$ cat src/rtl/conv_window_scheduler.sv
//==============================================================================
// Module   : conv_window_scheduler
// Function : Sliding-window convolution sequencer: pixel reads, MAC, saturated
//            result streaming over a valid/ready handshake.
// Revision : 1.0 - initial release
//==============================================================================
`default_nettype none

module conv_window_scheduler #(
    parameter int Row_Limit   = 10,
    parameter int WindowsSize = 3,
    parameter int ACC_W       = 14,
    parameter int SHIFT       = 4
) (
    input  logic                                      clk,
    input  logic                                      rst_n,
    input  logic                                      start,
    input  logic                                      abort,
    input  logic [5*WindowsSize*WindowsSize-1:0]      EigenMatrix,
    output logic                                      pix_rd,
    output logic [$clog2(Row_Limit*Row_Limit)-1:0]    pix_addr,
    input  logic [4:0]                                pix_data,
    output logic                                      out_valid,
    input  logic                                      out_ready,
    output logic [4:0]                                out_data,
    output logic [$clog2(Row_Limit)-1:0]              out_row,
    output logic [$clog2(Row_Limit)-1:0]              out_col,
    output logic                                      busy,
    output logic                                      done
);

    localparam int ADDR_W = $clog2(Row_Limit * Row_Limit);
    localparam int POS_W  = $clog2(Row_Limit);
    localparam int NTAPS  = WindowsSize * WindowsSize;
    localparam int TAP_W  = (NTAPS > 1) ? $clog2(NTAPS) : 1;
    localparam int MN_W   = (WindowsSize > 1) ? $clog2(WindowsSize) : 1;
    localparam int KERN_W = 5 * NTAPS;

    localparam logic [POS_W-1:0] c_POS_LAST = POS_W'(Row_Limit - WindowsSize);
    localparam logic [MN_W-1:0]  c_MN_LAST  = MN_W'(WindowsSize - 1);

    localparam logic [2:0] c_IDLE  = 3'd0;
    localparam logic [2:0] c_RUN   = 3'd1;
    localparam logic [2:0] c_DRAIN = 3'd2;
    localparam logic [2:0] c_OUT   = 3'd3;
    localparam logic [2:0] c_DONE  = 3'd4;

    logic [2:0]        state_q,    state_d;
    logic [POS_W-1:0]  i_q,        i_d;
    logic [POS_W-1:0]  j_q,        j_d;
    logic [MN_W-1:0]   m_q,        m_d;
    logic [MN_W-1:0]   n_q,        n_d;
    logic [KERN_W-1:0] kernel_q,   kernel_d;
    logic [ACC_W-1:0]  acc_q,      acc_d;
    logic              rd_valid_q, rd_valid_d;
    logic [TAP_W-1:0]  rd_tap_q,   rd_tap_d;
    logic [ADDR_W-1:0] addr_q,     addr_d;

    logic [4:0]        w_taps [NTAPS];
    logic [TAP_W-1:0]  w_tap;
    logic [ADDR_W-1:0] w_row;
    logic [ADDR_W-1:0] w_addr;
    logic [ACC_W-1:0]  w_prod;
    logic [ACC_W-1:0]  w_shifted;
    logic [4:0]        w_sat;
    logic              w_last_tap;
    logic              w_last_pos;
    logic              w_abort;

    genvar t;
    generate
        for (t = 0; t < NTAPS; t++) begin : g_taps
            assign w_taps[t] = kernel_q[5*t +: 5];
        end
    endgenerate

    assign w_tap      = TAP_W'(m_q) * TAP_W'(WindowsSize) + TAP_W'(n_q);
    assign w_row      = ADDR_W'(i_q) + ADDR_W'(m_q);
    assign w_addr     = w_row * ADDR_W'(Row_Limit) + ADDR_W'(j_q) + ADDR_W'(n_q);
    // Returned data belongs to the tap issued one cycle earlier, so the
    // kernel coefficient is selected by the delayed tap index.
    assign w_prod     = ACC_W'(pix_data) * ACC_W'(w_taps[rd_tap_q]);
    assign w_shifted  = acc_q >> SHIFT;
    assign w_sat      = (w_shifted > ACC_W'(31)) ? 5'd31 : w_shifted[4:0];
    assign w_last_tap = (m_q == c_MN_LAST) && (n_q == c_MN_LAST);
    assign w_last_pos = (i_q == c_POS_LAST) && (j_q == c_POS_LAST);
    assign w_abort    = abort && (state_q != c_IDLE);

    always_ff @(posedge clk or negedge rst_n) begin
        if (!rst_n) begin
            state_q    <= c_IDLE;
            i_q        <= '0;
            j_q        <= '0;
            m_q        <= '0;
            n_q        <= '0;
            kernel_q   <= '0;
            acc_q      <= '0;
            rd_valid_q <= 1'b0;
            rd_tap_q   <= '0;
            addr_q     <= '0;
        end else begin
            state_q    <= state_d;
            i_q        <= i_d;
            j_q        <= j_d;
            m_q        <= m_d;
            n_q        <= n_d;
            kernel_q   <= kernel_d;
            acc_q      <= acc_d;
            rd_valid_q <= rd_valid_d;
            rd_tap_q   <= rd_tap_d;
            addr_q     <= addr_d;
        end
    end

    always_comb begin : p_next_state
        state_d = state_q;
        case (state_q)
            c_IDLE:  if (start) state_d = c_RUN;
            c_RUN:   if (w_last_tap) state_d = c_DRAIN;
            c_DRAIN: state_d = c_OUT;
            c_OUT:   if (out_ready) state_d = w_last_pos ? c_DONE : c_RUN;
            c_DONE:  state_d = c_IDLE;
            default: state_d = c_IDLE;
        endcase
        if (w_abort) begin
            state_d = c_IDLE;
        end
    end

    always_comb begin : p_datapath
        i_d        = i_q;
        j_d        = j_q;
        m_d        = m_q;
        n_d        = n_q;
        kernel_d   = kernel_q;
        acc_d      = acc_q;
        addr_d     = addr_q;
        rd_valid_d = (state_q == c_RUN) && !abort;
        rd_tap_d   = w_tap;

        if ((state_q == c_IDLE) && start) begin
            kernel_d = EigenMatrix;
            i_d      = '0;
            j_d      = '0;
            m_d      = '0;
            n_d      = '0;
        end

        if (state_q == c_RUN) begin
            addr_d = w_addr;
            if (n_q == c_MN_LAST) begin
                n_d = '0;
                m_d = (m_q == c_MN_LAST) ? '0 : m_q + MN_W'(1);
            end else begin
                n_d = n_q + MN_W'(1);
            end
        end

        if ((state_q == c_OUT) && out_ready && !w_last_pos) begin
            if (j_q == c_POS_LAST) begin
                j_d = '0;
                i_d = i_q + POS_W'(1);
            end else begin
                j_d = j_q + POS_W'(1);
            end
        end

        // Data still in flight when abort arrives is dropped here.
        if (rd_valid_q && ((state_q == c_RUN) || (state_q == c_DRAIN)) && !abort) begin
            acc_d = (rd_tap_q == '0) ? w_prod : acc_q + w_prod;
        end
    end

    always_comb begin : p_outputs
        pix_rd    = (state_q == c_RUN);
        pix_addr  = pix_rd ? w_addr : addr_q;
        out_valid = (state_q == c_OUT);
        out_data  = out_valid ? w_sat : 5'd0;
        out_row   = out_valid ? i_q : '0;
        out_col   = out_valid ? j_q : '0;
        busy      = (state_q != c_IDLE);
        done      = (state_q == c_DONE);
    end

endmodule

`default_nettype wire

$ cat config.mk
export PLATFORM = sky130hd
export DESIGN_NAME = conv_window_scheduler
export DESIGN_NICKNAME = d
export VERILOG_FILES = /design/src/rtl/conv_window_scheduler.sv
export SDC_FILE = /design/constraint.sdc
export NUM_CORES = 1
export LEC_CHECK = 0
export CORE_ASPECT_RATIO = 1.75
export CORE_MARGIN = 1.5
export CORE_UTILIZATION = 40
export DETAILED_ROUTE_END_ITERATION = 7
export HOLD_SLACK_MARGIN = 0.08
export PLACE_DENSITY_LB_ADDON = 0.1
export SLEW_MARGIN = 20
export SYNTH_ARGS = -nofsm -noshare
export SYNTH_HDL_FRONTEND = slang
export SYNTH_SLANG_ARGS = --single-unit
$ cat constraint.sdc
create_clock -name clk -period 6.5 [get_ports clk]
set_input_delay 0.975 -clock clk [delete_from_list [all_inputs] [get_ports clk]]
set_output_delay 0.975 -clock clk [all_outputs]
set_load 0.005 [all_outputs]
# --- Word-level counts from Yosys, hierarchy flattened ---
# Cells that the tools add are included.
word_totals:
  reg_bits: 86
  input_bits: 55
  output_inout_bits: 24
  word_cells: 82
op_classes:
  addsub: 9
  mul: 3
  n_lt_le_gt_ge: 2
  n_eq_ne: 11
  mux: 28
  n_bitwise: 1
  n_reduce_logical: 18
ops:
  columns: ["op", "count"]
  rows:
  - ["$mux 4", 8]
  - ["$bmux 5 s4", 1]
  - ["$mux 5", 4]
  - ["$mux 3", 5]
  - ["$add 14x10->14", 1]
  - ["$mux 14", 1]
  - ["$mux 2", 7]
  - ["$pmux 3 s4", 1]
  - ["$gt 10x5->1 const B", 1]
  - ["$mul 5x5->10", 1]
  - ["$logic_and 1x1->1", 9]
  - ["$add 4x1->4 const B", 2]
  - ["$eq 4x3->1 const B", 2]
  - ["$add 7x2->7", 1]
  - ["$add 7x4->7", 1]
  - ["$mux 7", 1]
  - ["$eq 3x2->1 const B", 2]
  - ["$mul 5x3->6 const B", 1]
  - ["$ne 3x1->1 const B", 2]
  - ["$add 4x2->5", 1]
  - ["$ge 5x5->1 const B", 1]
  - ["$not 4->5", 1]
  - ["$add 2x1->2 const B", 2]
  - ["$add 4x2->4", 1]
  - ["12 further kinds", 15]

# --- Logic depth before layout (Yosys ltp) ---
# Gate-level depths: netlist of run 1.
depth:
  depth_word: 7
  ltp_mapped: 22
  mapped_depth_nobuf: 22

# --- Worst setup path after synthesis of run 1 ---
# No wires, ideal clock.
synth_path:
  path_type: "reg-to-reg"
  start: "reg rd_tap_q[0]"
  end: "reg acc_q[12]"
  setup_time_ns: 0.124
  arrival_time_ns: 5.381
  required_time_ns: 6.376
  setup_slack_ns: 0.995
  path_stages_with_launch: 21
  n_path_buf: 1
  synth_period_minus_slack_ns: 5.505
  cell_sequence: "dfrtp_1 > buf_6 > mux4_2 > a22oi_1 > o22ai_2 > nand2_1 > fa_1 > fa_1 > fa_1 > inv_1 > ha_1 > inv_1 > o311ai_0 > nor2_1 > xnor2_1 > ha_1 > a2111oi_0 > o21ai_1 > a31oi_2 > nor4_1 > a211o_1"
synth_via:
  elab_chain_len: 7
  elab_cells_between_ends: 8
  classes_between: "add/sub (1); mul (1); mux (4); bitwise (1); reduce/logical (1)"
synth_lines:
  columns: ["item", "line", "source"]
  rows:
  - ["from (decl)", "56", "logic [TAP_W-1:0] rd_tap_q, rd_tap_d;"]
  - ["from (signal assigned)", "110", "rd_tap_q <= rd_tap_d;"]
  - ["$not 4->5 (not written as such)", "82", "assign w_prod = ACC_W'(pix_data) * ACC_W'(w_taps[rd_tap_q]);"]
  - ["$bmux 5 s4", "82", null]
  - ["$mux 5 (not written as such) (2 in series)", "82", null]
  - ["$mul 5x5->10", "82", null]
  - ["$add 14x10->14", "170", "acc_d = (rd_tap_q == '0) ? w_prod : acc_q + w_prod;"]
  - ["$mux 14 (*)", "170", null]
  - ["to (signal assigned)", "97", "acc_q <= '0;"]
  - ["to (signal assigned)", "108", "acc_q <= acc_d;"]
  - ["to (decl)", "54", "logic [ACC_W-1:0] acc_q, acc_d;"]
# Mark *: on every way between the ends. The rest lies on a longest branch, timed or not. The select of a mux whose other input is x is not followed.
# A chain may end at the register's enable or synchronous reset.

# --- Worst setup path in the final report of run 1 ---
# Same ends and word-level chain as after synthesis.

==> results of run 1 <==
worst max-delay path, delay by kind of cell (launching register included):
kind                     cells  cell delay, ns
adder cells (fa/ha/maj)      5            2.14
AO/OA/AOI/OAI                7            1.92
multiplexers                 1            0.59
flip-flops                   1            0.52
AND/OR/NAND/NOR              3            0.31
XOR/XNOR                     1            0.29
buffers and inverters        2            0.11
cell type report:
type,instances,area [um2]
Fill cell,1378,7256
Multi-Input combinational cell,493,3406
Sequential cell,86,2155
Timing Repair Buffer,81,800.8
Clock buffer,9,225.2
Tap cell,180,225.2
Inverter,41,153.9
Clock inverter,7,75.07
metal layers:
layer | vias to the layer above | GRT usage [%]
met2 | 72 | 32.80
li1 | 2304 | -
met1 | 2199 | 22.59
met4 | 0 | 7.395
met5 | - | 0
met3 | 23 | 2.428
synth_stat cells (all sizes together) (3+ instances only):
cell type	n
fa	16
mux4	10
nor3	8
inv	41
a211oi	3
nand3	15
dfrtp	86
o311ai	3
and2	26
xor2	12
or3	3
a21oi	20
xnor2	9
clkbuf	9
nor4	3
ha	50
o21ai	24
a21o	8
and3	4
a22oi	7
o211ai	3
nor2	41
nand2	187
o22ai	7
nand4	4
buf	12
a31oi	7
stage by stage:
step	power (mW)	worst slack (ns)	utilization, %
floorplan	2.980	0.9947	-
detailed placement	3.657	0.2344	47.13
CTS	4.198	0.2172	49.23
global placement	3.607	0.4054	47.13
finish	4.153	0.4824	49.25
global route	4.600	0.02592	49.25
worst max path at each step:
stage | start | slack (ns) | end
final | rd_tap_q[0] | 0.48 | acc_q[12]
after floorplan | rd_tap_q[0] | 0.99 | acc_q[12]
after global routing | rd_tap_q[0] | 0.03 | acc_q[12]
after CTS | rd_tap_q[0] | 0.22 | acc_q[12]
after global placement | pix_data[0] | 0.41 | acc_q[12]
after detailed placement | rd_tap_q[0] | 0.23 | acc_q[12]
logic make-up after synthesis:
family / after synthesis / synth area share (%)
AND/OR/NAND/NOR: 299 / 23.44
buffers and inverters: 62 / 4.658
adder cells (fa/ha/maj): 66 / 16.23
AO/OA/AOI/OAI: 96 / 11.34
multiplexers: 11 / 4.251
flip-flops: 86 / 36.93
XOR/XNOR: 21 / 3.156
layout by cell type, fill, tap and decap left out, types with 4 or more instances in the layout:
| cell type | Yosys | routed |
|---|---|---|
| nand2_1 | 186 | 186 |
| dfrtp_1 | 86 | 84 |
| clkdlybuf4s50_1 | 0 | 77 |
| ha_1 | 50 | 50 |
| inv_1 | 40 | 40 |
| nor2_1 | 38 | 38 |
| and2_1 | 26 | 25 |
| o21ai_0 | 21 | 21 |
| a21oi_1 | 20 | 20 |
| fa_1 | 16 | 16 |
| nand3_1 | 15 | 15 |
| xor2_1 | 12 | 12 |
| xnor2_1 | 9 | 9 |
| clkbuf_16 | 0 | 9 |
| a21o_1 | 8 | 8 |
| mux4_2 | 7 | 7 |
| a22oi_1 | 7 | 7 |
| nor3_1 | 6 | 6 |
| a31oi_1 | 6 | 6 |
| nand4_1 | 4 | 4 |
| o22ai_2 | 4 | 4 |
| buf_4 | 2 | 4 |
what timing repair did:
action	4_1_cts	5_1_grt
gates resized for setup	0	3
hold buffers	0	0
endpoints found under the hold margin	0	0
setup endpoints to repair	0	3
sequential cells by signal, indices dropped and copies added, names as in the netlist, 2 cells and up:
register,count
kernel_q,45
j_q,4
i_q,4
n_q,2
state_q,3
acc_q,14
m_q,2
rd_tap_q,4
addr_q,7
power by group through the flow:
stage	clock [mW]	sequential (mW)	combinational [mW]
floorplan	0	0.847	2.13
global placement	0	0.936	2.67
finish	0.514	0.928	2.71
detailed placement	0	0.937	2.72
global route	0.553	0.965	3.08
CTS	0.530	0.929	2.74
==> flow_summary.yaml, run 1 <==
floorplanning:
  rows: 58
  die_area_um2: 15330
  initial_utilization_pct: 40.77
  ios: 79
  fp.dieW_um: 94.25
  coreArea_um2: 14300
  die_h_um: 162.7
placed_design:
  gp_congestion: 0.8429
  dp_cells: 881
  placed_area_um2: 6738
  hpwl_um: 10090
  port_buffers: 78
synthesis:
  syn_area_um2: 5828
  ys_seq_elements: 86
  ys_async_sr_fraction_pct: 100.0
  netlist_top_cells_area: "dfrtp_1 (37%), nand2_1 (12%), ha_1 (11%)"
  synth_warnings: 0
  synth.avg_cell_area_um2: 9.092
  postSynthCellCount: 641
  synth_cell_types: 60
  synth-edff-count: 0
  syn_nets: 762
  yosys.area.top_type: "dfrtp_1"
  synthFlopType: "dfrtp_1"
  yosysSeqAreaShare_pct: 36.93
  synth_top_area_share_pct: 36.93
pwr:
  p_int_mw: 2.181
  peakVddDrop_mv: 0.3341
  power.net_switching_mw: 1.971
  comb_power_share_pct: 65.3
  switching_share_pct: 47.47
  cellLeakagePower_nw: 3.413
  pwr_density_cell_nw_per_um2: 589.8
  power.share.clock_pct: 12.4
  p_seq_share_pct: 22.4
layout:
  diodes: 0
  fin_cells: 897
  drive_gt1_share_pct: 7.113
  design_area_um2: 7041
  syn_to_final_growth_pct: 20.80
  nNetsFinal: 833
critical_path:
  critPathRequiredTime_ns: 6.73
  r2r-start: "rd_tap_q[0]"
  setup.worst_path.class: "register to register"
  reg2regPathDepth: 19
  worstPathArrival_ns: 6.25
  end_kind: "register"
  path_max_fanout: 9
  path_cells: "mux4_1, a22oi_1, o22ai_2, nand2_1, fa_1, fa_1, fa_1, inv_1, ha_1, inv_1, o311ai_1, nor2_1, xnor2_1, ha_1, a2111oi_0, o21ai_1, a31oi_2, nor4_1, a211o_1"
  r2r-end: "acc_q[12]"
  worst_path_largest_cell_delay_ns: 0.59
  cp-start-kind: "register"
  cpMostUsedCell: "fa_1"
  cpMaxStageDelayCell: "mux4_1"
  r2r_slack_ns: 0.48
run:
  drv_cap: 0
timing:
  rsz0062_at_grt: "false"
  setup-tns-final_ns: 0
  drv_slew: 0
  relSlewSlack_pct: 42.88
  worstMarginPinSlew_ns: 0.8568
  holdWs_ns: 0.4750
  hold_violations: 0
  clock_skew_ns: 0.01064
  finalCritPeriodShare_pct: 92.58
  finalCriticalPeriod_ns: 6.018
  setup_viol: 0
  max_freq_mhz: 166.2
global_routing:
  antenna_found_initial: 0
  grt_pass1_vias: 4739
  grt_start_max_net_pins: 66
  overflow: 0
  grt_use_total_pct: 18.62
  grt_pass1_wl_um: 22400
clock_tree:
  cts.sinks: 86
  root_buffer: "clkbuf_16"
  path_clk_slew_ns: 0.07
  clk_path_buf_depth: 2
  clk_latency_ns: 0.34
  cts_tree: "yes"
  numCtsBuffers: 9
  cts_htree_levels: 3
  cts_setup_buffers: 0
detailed_routing:
  routed-via-count: 4598
  firstDrtPassIters: 4
  wl_met1_um: 5626
  wl_per_cell_um: 14.71
  drt_iter0_markers: 199
  wl_met3_um: 359
  highest_layer: "met4"
  wl_met2_um: 6853
  antenna_left: 0
  routed_wl_um: 13190
  via_per_inst: 5.126
  route.detailed.drc: 0
hold_path:
  whs_endpoint: "kernel_q[19]"
  hp-class: "register to register"
  hold-path-cell-count: 2
  hp-start: "kernel_q[19]"
run_status:
  outcome: "complete, no violations"
(Power assumes the default switching activity.)
==> run 2, diff against run 1 <==
CORE_UTILIZATION = 55   (was 40)
REMOVE_ABC_BUFFERS = 1   (was default)
==> run 2 against run 1 <==
Utilization rose by 19 points. Hold slack got worse by 0.0018 ns. Design area fell by 0.16%. Clock power rose by 19%. Total power rose by 2.2%. Critical path depth did not move. Largest power group unchanged.
==> flow_summary.yaml, run 2 (same netlist as run 1, synthesis figures left out) <==
critical_path:
  path_max_fanout: 10
  cp-start-kind: "register"
  cpMostUsedCell: "fa_1"
  critPathRequiredTime_ns: 6.73
  worstPathArrival_ns: 6.35
  path_cells: "mux4_1, a22oi_1, o22ai_2, nand2_1, fa_1, fa_1, fa_1, inv_1, ha_1, inv_1, o311ai_0, nor2_1, xnor2_1, ha_1, a2111oi_0, a21oi_1, a31oi_2, nor4_1, a211o_1"
  critical_path.top_delay_family: "adder cells"
  cpMaxStageDelayCell: "mux4_1"
  setup.worst_path.class: "register to register"
  end_kind: "register"
  path_buf_inv: 2
  worst_path_largest_cell_delay_ns: 0.61
floorplanning:
  initial_utilization_pct: 56.58
  die_h_um: 139.2
  die_area_um2: 11250
  coreArea_um2: 10300
  ios: 79
  rows: 49
  fp.dieW_um: 80.82
pwr:
  pwr_density_cell_nw_per_um2: 603.9
  total_power_mw: 4.245
  peakVddDrop_mv: 0.5281
  cellLeakagePower_nw: 3.439
detailed_routing:
  drt_iter0_markers: 176
  antenna_left: 0
  routed_wl_um: 13050
  via_per_inst: 5.540
  wl_per_cell_um: 15.46
  routed-via-count: 4676
  firstDrtPassIters: 4
  route.detailed.drc: 0
clock_tree:
  numCtsBuffers: 9
  path_clk_slew_ns: 0.07
  cts_htree_levels: 3
  root_buffer: "clkbuf_16"
  clk_path_buf_depth: 2
  clk_latency_ns: 0.34
  cts_tree: "yes"
  cts_setup_buffers: 0
  cts.sinks: 86
timing:
  rsz0062_at_grt: "false"
  drv_slew: 0
  relSlewSlack_pct: 41.55
  finalCritPeriodShare_pct: 94.20
  setup_viol: 0
  clock_skew_ns: 0.006385
  worstMarginPinSlew_ns: 0.8767
  hold_violations: 0
  finalCriticalPeriod_ns: 6.123
  setup-tns-final_ns: 0
  max_freq_mhz: 163.3
global_routing:
  grt_pass1_wl_um: 22000
  overflow: 0
  grt_start_max_net_pins: 67
  grt_use_total_pct: 25.38
  grt_pass1_vias: 4822
  antenna_found_initial: 0
layout:
  final_cell_mix: "nand2_1 (186), dfrtp_1 (85), clkdlybuf4s50_1 (77), ha_1 (50), inv_1 (40)"
  drive_gt1_share_pct: 6.974
  diodes: 0
  syn_to_final_growth_pct: 20.61
  fin_cells: 844
  final_common_cell: "nand2_1"
  largest_reg_flops: 45
  nNetsFinal: 833
  largestRegisters: "kernel_q: 45 flops, acc_q: 14 flops, addr_q: 7 flops"
  nFillCells: 848
  regMostFlops: "kernel_q"
run:
  drv_cap: 0
placed_design:
  port_buffers: 78
  gp_congestion: 0.8695
  hpwl_um: 9898
  dp_cells: 828
hold_path:
  hp-class: "register to register"
run_status:
  outcome: "complete, no violations"
run 2: layout make-up:
cell class              count  area, um2  area share, %
multi-input cells         493       3406          48.45
flip-flops and latches     86       2153          30.63
repair buffers             81      800.8          11.39
clock buffers              10      239.0          3.400
well taps                 127      158.9          2.261
inverters                  41      153.9          2.189
clock inverters             6      117.6          1.673
run 2: path summary, 6_finish.rpt:
kind                                   from     endpoint  slack [ns]  cells past startpoint
worst max-delay path            rd_tap_q[0]    acc_q[12]        0.38                     19
worst min-delay path              addr_q[0]    addr_q[0]        0.47                      2
worst max register to register  rd_tap_q[0]    acc_q[12]        0.38                     19
worst min register to register    addr_q[0]    addr_q[0]        0.47                      2
max in group asynchronous             rst_n  rd_tap_q[0]        4.80                      2
min in group asynchronous             rst_n     acc_q[9]        0.52                      1
run 2: worst register-to-register path, delay by kind of cell (launching register included):
family / cells / cell delay (ns)
adder cells (fa/ha/maj): 5 / 2.14
flip-flops: 1 / 0.55
XOR/XNOR: 1 / 0.32
buffers and inverters: 2 / 0.11
multiplexers: 1 / 0.61
AO/OA/AOI/OAI: 7 / 1.95
AND/OR/NAND/NOR: 3 / 0.33
run 2: stage by stage:
stage	hold WS, ns	setup WS (ns)	instance area (um2)	utilization [%]
floorplan	0.4373	0.7146	5710	-
global placement	0.4526	0.3656	6671	64.77
detailed placement	0.4595	0.1795	6671	64.77
CTS	0.4740	0.1704	7028	68.23
global route	0.5069	0.03200	7029	68.25
finish	0.4733	0.3772	7029	68.25
run 2: power breakdown:
| part | internal (mW) | switching (mW) | total [mW] |
|---|---|---|---|
| clock | 0.389 | 0.221 | 0.611 |
| sequential | 0.745 | 0.187 | 0.932 |
| combinational | 1.16 | 1.54 | 2.70 |
| total | 2.29 | 1.95 | 4.24 |
run 2: what timing repair did:
action / 4_1_cts / 5_1_grt
hold endpoints to repair: 0 / 0
hold buffers: 0 / 0
gates resized for setup: 0 / 1
endpoints found under the setup margin: 0 / 6
run 2: layer usage:
metal,global-route usage [%],share of wire (%),vias to the layer above
li1,-,-,2310
met1,27.95,38,2261
met2,46.89,57,87
met3,4.474,3.2,18
met4,9.165,2.3,0
met5,0,0,-
==> run 3, diff against run 2 <==
ABC_AREA = 1   (was default)
ABC_CLOCK_PERIOD_IN_PS = 6500   (was default)
==> run 3 against run 2 <==
Global-route usage rose by 0.82 points. Highest routed layer unchanged. Clock-buffer cell count decreased by 1. Clock skew grew 0.0024 ns. Critical path depth grew 6. Hold slack improved by 0.0018 ns. Die area grew 4.9%. Sequential share of layout area fell by 1.1 points. Via count up 6.4%.
==> flow_summary.yaml, run 3 <==
clock_tree:
  cts_htree_levels: 3
  post_cts_resized: 0
  root_buffer: "clkbuf_16"
  cts_tree: "yes"
  path_clk_slew_ns: 0.06
  clk_latency_ns: 0.34
  clk_path_buf_depth: 2
  cts_setup_buffers: 0
  ctsHoldBuffers: 0
  cts.sinks: 86
  numCtsBuffers: 9
floorplanning:
  fp.dieW_um: 82.77
  initial_utilization_pct: 56.92
  ios: 79
  die_area_um2: 11800
  coreArea_um2: 10760
  die_h_um: 142.6
  rows: 50
global_routing:
  grt_start_max_net_pins: 87
  overflow: 0
  antenna_found_initial: 0
  grt_pass1_vias: 5200
  grt_pass1_wl_um: 23540
  grt_use_total_pct: 26.20
synthesis:
  syn_area_um2: 6125
  netlist_top_cells_area: "dfrtp_1 (35%), mux2_4 (11%), ha_1 (10%)"
  synth.avg_cell_area_um2: 8.775
  yosysSeqAreaShare_pct: 35.14
  ys_async_sr_fraction_pct: 100.0
  synth_commonest_cells: "nand2_1 (144), inv_1 (93), dfrtp_1 (86), nor2_1 (58), nand3_1 (54)"
  yosysMostFrequentCell: "nand2_1"
  synth_top_area_share_pct: 35.14
  yosys.area.top_type: "dfrtp_1"
  synth-edff-count: 0
  ys_seq_elements: 86
  synth_cell_types: 39
  synthFlopType: "dfrtp_1"
  synth_warnings: 0
  postSynthCellCount: 698
hold_path:
  hold-path-cell-count: 2
  hp-class: "register to register"
  whs_endpoint: "addr_q[0]"
  hp-start: "addr_q[0]"
timing:
  max_freq_mhz: 172.9
  finalCritPeriodShare_pct: 88.97
  setup_viol: 0
  worstMarginPinSlew_ns: 0.8094
  drv_slew: 0
  clock_skew_ns: 0.008761
  relSlewSlack_pct: 46.04
  hold_violations: 0
  setup-tns-final_ns: 0
  holdWs_ns: 0.4751
  rsz0062_at_grt: "false"
  finalCriticalPeriod_ns: 5.783
detailed_routing:
  routed_wl_um: 14050
  firstDrtPassIters: 5
  drt_iter0_markers: 264
  route.detailed.drc: 0
  antenna_left: 0
  routed-via-count: 4977
  wl_per_cell_um: 15.51
  via_per_inst: 5.493
critical_path:
  r2r-start: "rd_tap_q[0]"
  end_kind: "register"
  reg2regPathDepth: 25
  cp-start-kind: "register"
  worstPathArrival_ns: 6.01
  r2r_slack_ns: 0.72
  r2r-end: "acc_q[13]"
  critPathRequiredTime_ns: 6.73
  path_max_fanout: 22
  setup.worst_path.class: "register to register"
placed_design:
  port_buffers: 78
  gp_congestion: 0.8943
  dp_cells: 890
  hpwl_um: 10660
layout:
  largest_reg_flops: 45
  final_common_cell: "nand2_1"
  syn_to_final_growth_pct: 18.92
  fin_cells: 906
  drive_gt1_share_pct: 10.57
  nNetsFinal: 892
  diodes: 0
  largestRegisters: "kernel_q: 45 flops, acc_q: 14 flops, addr_q: 7 flops"
  final_cell_mix: "nand2_1 (144), inv_1 (93), dfrtp_1 (86), clkdlybuf4s50_1 (77), nor2_1 (58)"
  regMostFlops: "kernel_q"
  nFillCells: 877
run:
  drv_cap: 0
run_status:
  outcome: "complete, no violations"
==> run 3: cell types whose count changed in the layout (fill, tap and decap cells not counted), moves of 20 or more <==
cell and delta:
nand2_1 -42, and2_1 -22, nor2_1 +20, nand3_1 +39, inv_1 +53, mux2_4 +43
==> run 3: logic make-up (layout without fill, tap and decap cells) <==
| family | count (synthesis) | in the layout | synth area share, % |
|---|---|---|---|
| XOR/XNOR | 12 | 12 | 1.716 |
| AND/OR/NAND/NOR | 284 | 284 | 20.35 |
| multiplexers | 45 | 45 | 10.91 |
| AO/OA/AOI/OAI | 90 | 90 | 7.845 |
| adder cells (fa/ha/maj) | 66 | 66 | 15.44 |
| flip-flops | 86 | 86 | 35.14 |
| buffers and inverters | 115 | 193 | 8.601 |
==> run 3: layout make-up <==
type	instances	area (um2)	share of cell area (%)
Inverter	99	371.6	5.102
Clock inverter	7	143.9	1.976
Multi-Input combinational cell	497	3446	47.31
Tap cell	130	162.7	2.233
Timing Repair Buffer	78	782.0	10.74
Clock buffer	9	225.2	3.092
Sequential cell	86	2152	29.55
==> run 3: critical path, stage by stage (launching register included) <==
cell     delay, ns
dfrtp_1       0.75
inv_1         0.44
o21ai_0       0.30
o22ai_1       0.11
nand2_1       0.07
nand3_1       0.16
nand2_1       0.14
fa_1          0.45
fa_1          0.51
fa_1          0.54
inv_1         0.04
ha_1          0.34
a21oi_1       0.16
nand2_1       0.11
nand3_1       0.13
nand3_1       0.11
and2_1        0.21
ha_1          0.34
nand2_1       0.11
a21oi_1       0.05
a21oi_1       0.15
nand3_1       0.18
nand2_1       0.13
nand2_1       0.05
nand2_1       0.05
nor2_1        0.04
==> run 3: worst max path at each step <==
stage | startpoint | end | slack [ns]
floorplan | rd_tap_q[0] | acc_q[10] | 1.56
global placement | rd_tap_q[0] | acc_q[13] | 1.01
detailed placement | rd_tap_q[0] | acc_q[13] | 0.77
CTS | rd_tap_q[0] | acc_q[13] | 0.74
global route | rd_tap_q[0] | acc_q[13] | 0.15
finish | rd_tap_q[0] | acc_q[13] | 0.72
==> run 3: per-layer routing <==
metal	vias to the layer above	part of all wire, %	track usage [%]
li1	2416	-	-
met1	2400	38	28.00
met2	124	55	48.05
met3	37	2.6	2.500
met4	0	4.7	14.82
met5	-	0	0
==> run 3: stage by stage <==
step / util, % / instance area (um2) / worst slack (ns)
3_5_place_dp: 64.22 / 6910 / 0.7730
2_1_floorplan: - / 5969 / 1.559
6_report: 67.69 / 7283 / 0.7170
5_1_grt: 67.69 / 7283 / 0.1534
3_3_place_gp: 64.22 / 6910 / 1.007
4_1_cts: 67.65 / 7279 / 0.7432
Power of run 3 is left out: the tool's default activity adds up to more than one toggle a clock period on the data nets, which glitch-free logic cannot reach.
==> edit: new RTL, settings of run 3 <==
The parameter `ACC_W` goes from 14 to 7.
--- a/src/rtl/conv_window_scheduler.sv
+++ b/src/rtl/conv_window_scheduler.sv
@@ -9,7 +9,7 @@
 module conv_window_scheduler #(
     parameter int Row_Limit   = 10,
     parameter int WindowsSize = 3,
-    parameter int ACC_W       = 14,
+    parameter int ACC_W       = 7,
     parameter int SHIFT       = 4
 ) (
     input  logic                                      clk,
Formal check against the unedited RTL: same outputs for any inputs over 10 cycles, from zero or initial values and one cycle with rst_n low; that may be too few to reach the edited logic, so the function may still have changed.
==> edit against run 3 <==
- non-clock buffer count unchanged
- design area shrank 15%
- cell count shrank 6.4%
- sequential cell count down 7
- highest routed layer unchanged
- area after synthesis down 18%
- count of clock-buffer cells in the layout did not move
- setup slack better by 510 ps
- wire length is 14% lower
- global-route usage is 1.3 points higher
- die area is 17% lower
- first-iteration DRC count is 2.7% lower
==> edit: results (changes against run 3) <==
reg2reg_depth: 25  # unchanged
ys_warn_count: 0  # unchanged
seq_area_frac_synth: 0.3925  # was 0.3514
totalWireLength_um: 12130  # was 14050 um
slew_headroom: 0.3783  # was 0.4604
grt_pass1_vias: 4490  # was 5200
async_flop_share: 1.000  # unchanged
finalClockSkew_ps: 6.490  # was 8.761 ps
drv_cap: 0  # unchanged
yosys-top-cells-area: "dfrtp_1 39%, nand2_1 17%, ha_1 8.9%"  # was dfrtp_1 35%, mux2_4 11%, ha_1 10%
grt_use_total: 0.2745  # was 0.2620
timing.hold.ws_ps: 474.7  # was 475.1 ps
power.leakage_nw: 3.230
hold_end: "kernel_q[35]"  # was addr_q[0]
postCtsHoldBufs: 0  # unchanged
cts_buffers: 9  # unchanged
h-tree-depth: 3  # unchanged
timing.rr.start: "rd_tap_q[0]"  # unchanged
r2r_setup_slack_ps: 1230  # was 720 ps
cts.repair.resized: 0  # unchanged
grt_max_degree: 80  # was 87
cts.clk_slew.worst_paths_ps: 60  # about the same
grt_pass1_wl_um: 20240  # was 23540 um
cts_setup_buffers: 0  # unchanged
io_buffer_count: 76  # was 78
antenna_found_initial: 0  # unchanged
nNetsFinal: 829  # was 892
dr.pass1.iters: 5  # unchanged
ys_top_cells_by_count: "228 x nand2_1, 87 x inv_1, 79 x dfrtp_1"  # was 144 x nand2_1, 93 x inv_1, 86 x dfrtp_1
cp_max_fo: 23  # was 22
irDropWorstVdd_uv: 383.4
hold_class: "reg -> reg"  # unchanged
r2r_end: "acc_q[6]"  # was acc_q[13]
globalplace.congestion: 0.8783  # was 0.8943
vias_per_cell: 5.239  # was 5.493
arrival_ps: 5490  # was 6010 ps
outcome: "completed"  # unchanged
worstHoldStart: "kernel_q[35]"  # was addr_q[0]
antenna_cells: 0  # unchanged
clockBufferDepth: 2  # unchanged
synth_ff_type: "dfrtp_1"  # unchanged
drt_iter0_drc: 257  # was 264
insertion_delay_ps: 330
synth_cell_types: 35  # was 39
drive_gt1_frac: 0.04945  # was 0.1057
holdPathStages: 2  # unchanged
root_buffer: "clkbuf_16"  # unchanged
dp_hpwl_um: 9264  # was 10660 um
top_regs: "kernel_q (45), acc_q (7), addr_q (7)"  # was kernel_q (45), acc_q (14), addr_q (7)
start_kind: "register"  # unchanged
-- edit: changes by cell type in the layout (fill, tap and decap cells not counted), sizes merged, moves of 13 or more --
cell,before,now
nand3,54,41
nand2,149,231
ha,50,36
a21oi,34,20
nor2,62,37
mux2,45,0
-- edit: per-layer routing --
metal  track usage  part of all wire  up-vias
li1              -                 -     2200
met1        0.2892              0.37     2080
met2        0.5026              0.55      125
met3       0.04588             0.038       38
met4        0.1408             0.044        0
met5             0                 0        -
-- edit: cell families after synthesis --
logic type                 synth area share
DFF                                  0.3925
xor gates and xnor gates            0.02261
AOI/OAI and AO/OA                   0.08646
buffers and inverters               0.09093
adders and majority gates            0.1451
and+or+nand+nor                      0.2616
other                             0.0007446
-- edit: how the worst max path moves through the flow --
| stage | endpoint | slack [ps] | cells past startpoint |
|---|---|---|---|
| finish | acc_q[6] | 1230 | 25 |
| global route | acc_q[6] | 840 | 25 |
| CTS | acc_q[6] | 1260 | 28 |
| detailed placement | acc_q[6] | 1210 | 24 |
| global placement | acc_q[6] | 1370 | 24 |
| floorplan | acc_q[6] | 1820 | 25 |
-- edit: area by class of cell --
type	instances	area [um^2]
clock buffers	9	225.2
clock inverters	6	110.1
fillers	761	2761
inverters	93	349.1
multi-input cells	463	2613
flip-flops and latches	79	1977
well taps	120	150.1
repair buffers	78	793.3
-- edit: stage by stage --
stage	area (um^2)	setup WS [ps]	cells	total power [mW]	utilization
finish	6217	1227	848	3.453	0.6924
CTS	6190	1259	847	3.454	0.6894
floorplan	4931	1819	635	2.332	-
global placement	5854	1374	832	2.766	0.6520
global route	6217	844.3	848	3.811	0.6924
detailed placement	5854	1205	832	2.860	0.6520
-- edit: worst max-delay path, cell delays in order (launching register included) --
cell	delay, ps
dfrtp_1	630
inv_2	380
nand2_2	130
nor2_2	200
nand2_1	140
nand3_4	140
nand2_1	80
fa_1	470
fa_1	520
fa_1	550
inv_1	40
ha_1	340
nand3_1	90
nand3_1	90
xor2_1	190
ha_1	290
a21oi_1	210
nand3_1	100
nand2_1	60
nand3_1	80
inv_1	80
nand2_1	50
nand2_1	80
nand2_1	60
nand3_1	70
nand2_1	60
-- edit: power by group --
part           switching, mW  internal, mW
logic                   1.25         0.808
registers              0.144         0.686
clock network          0.195         0.372
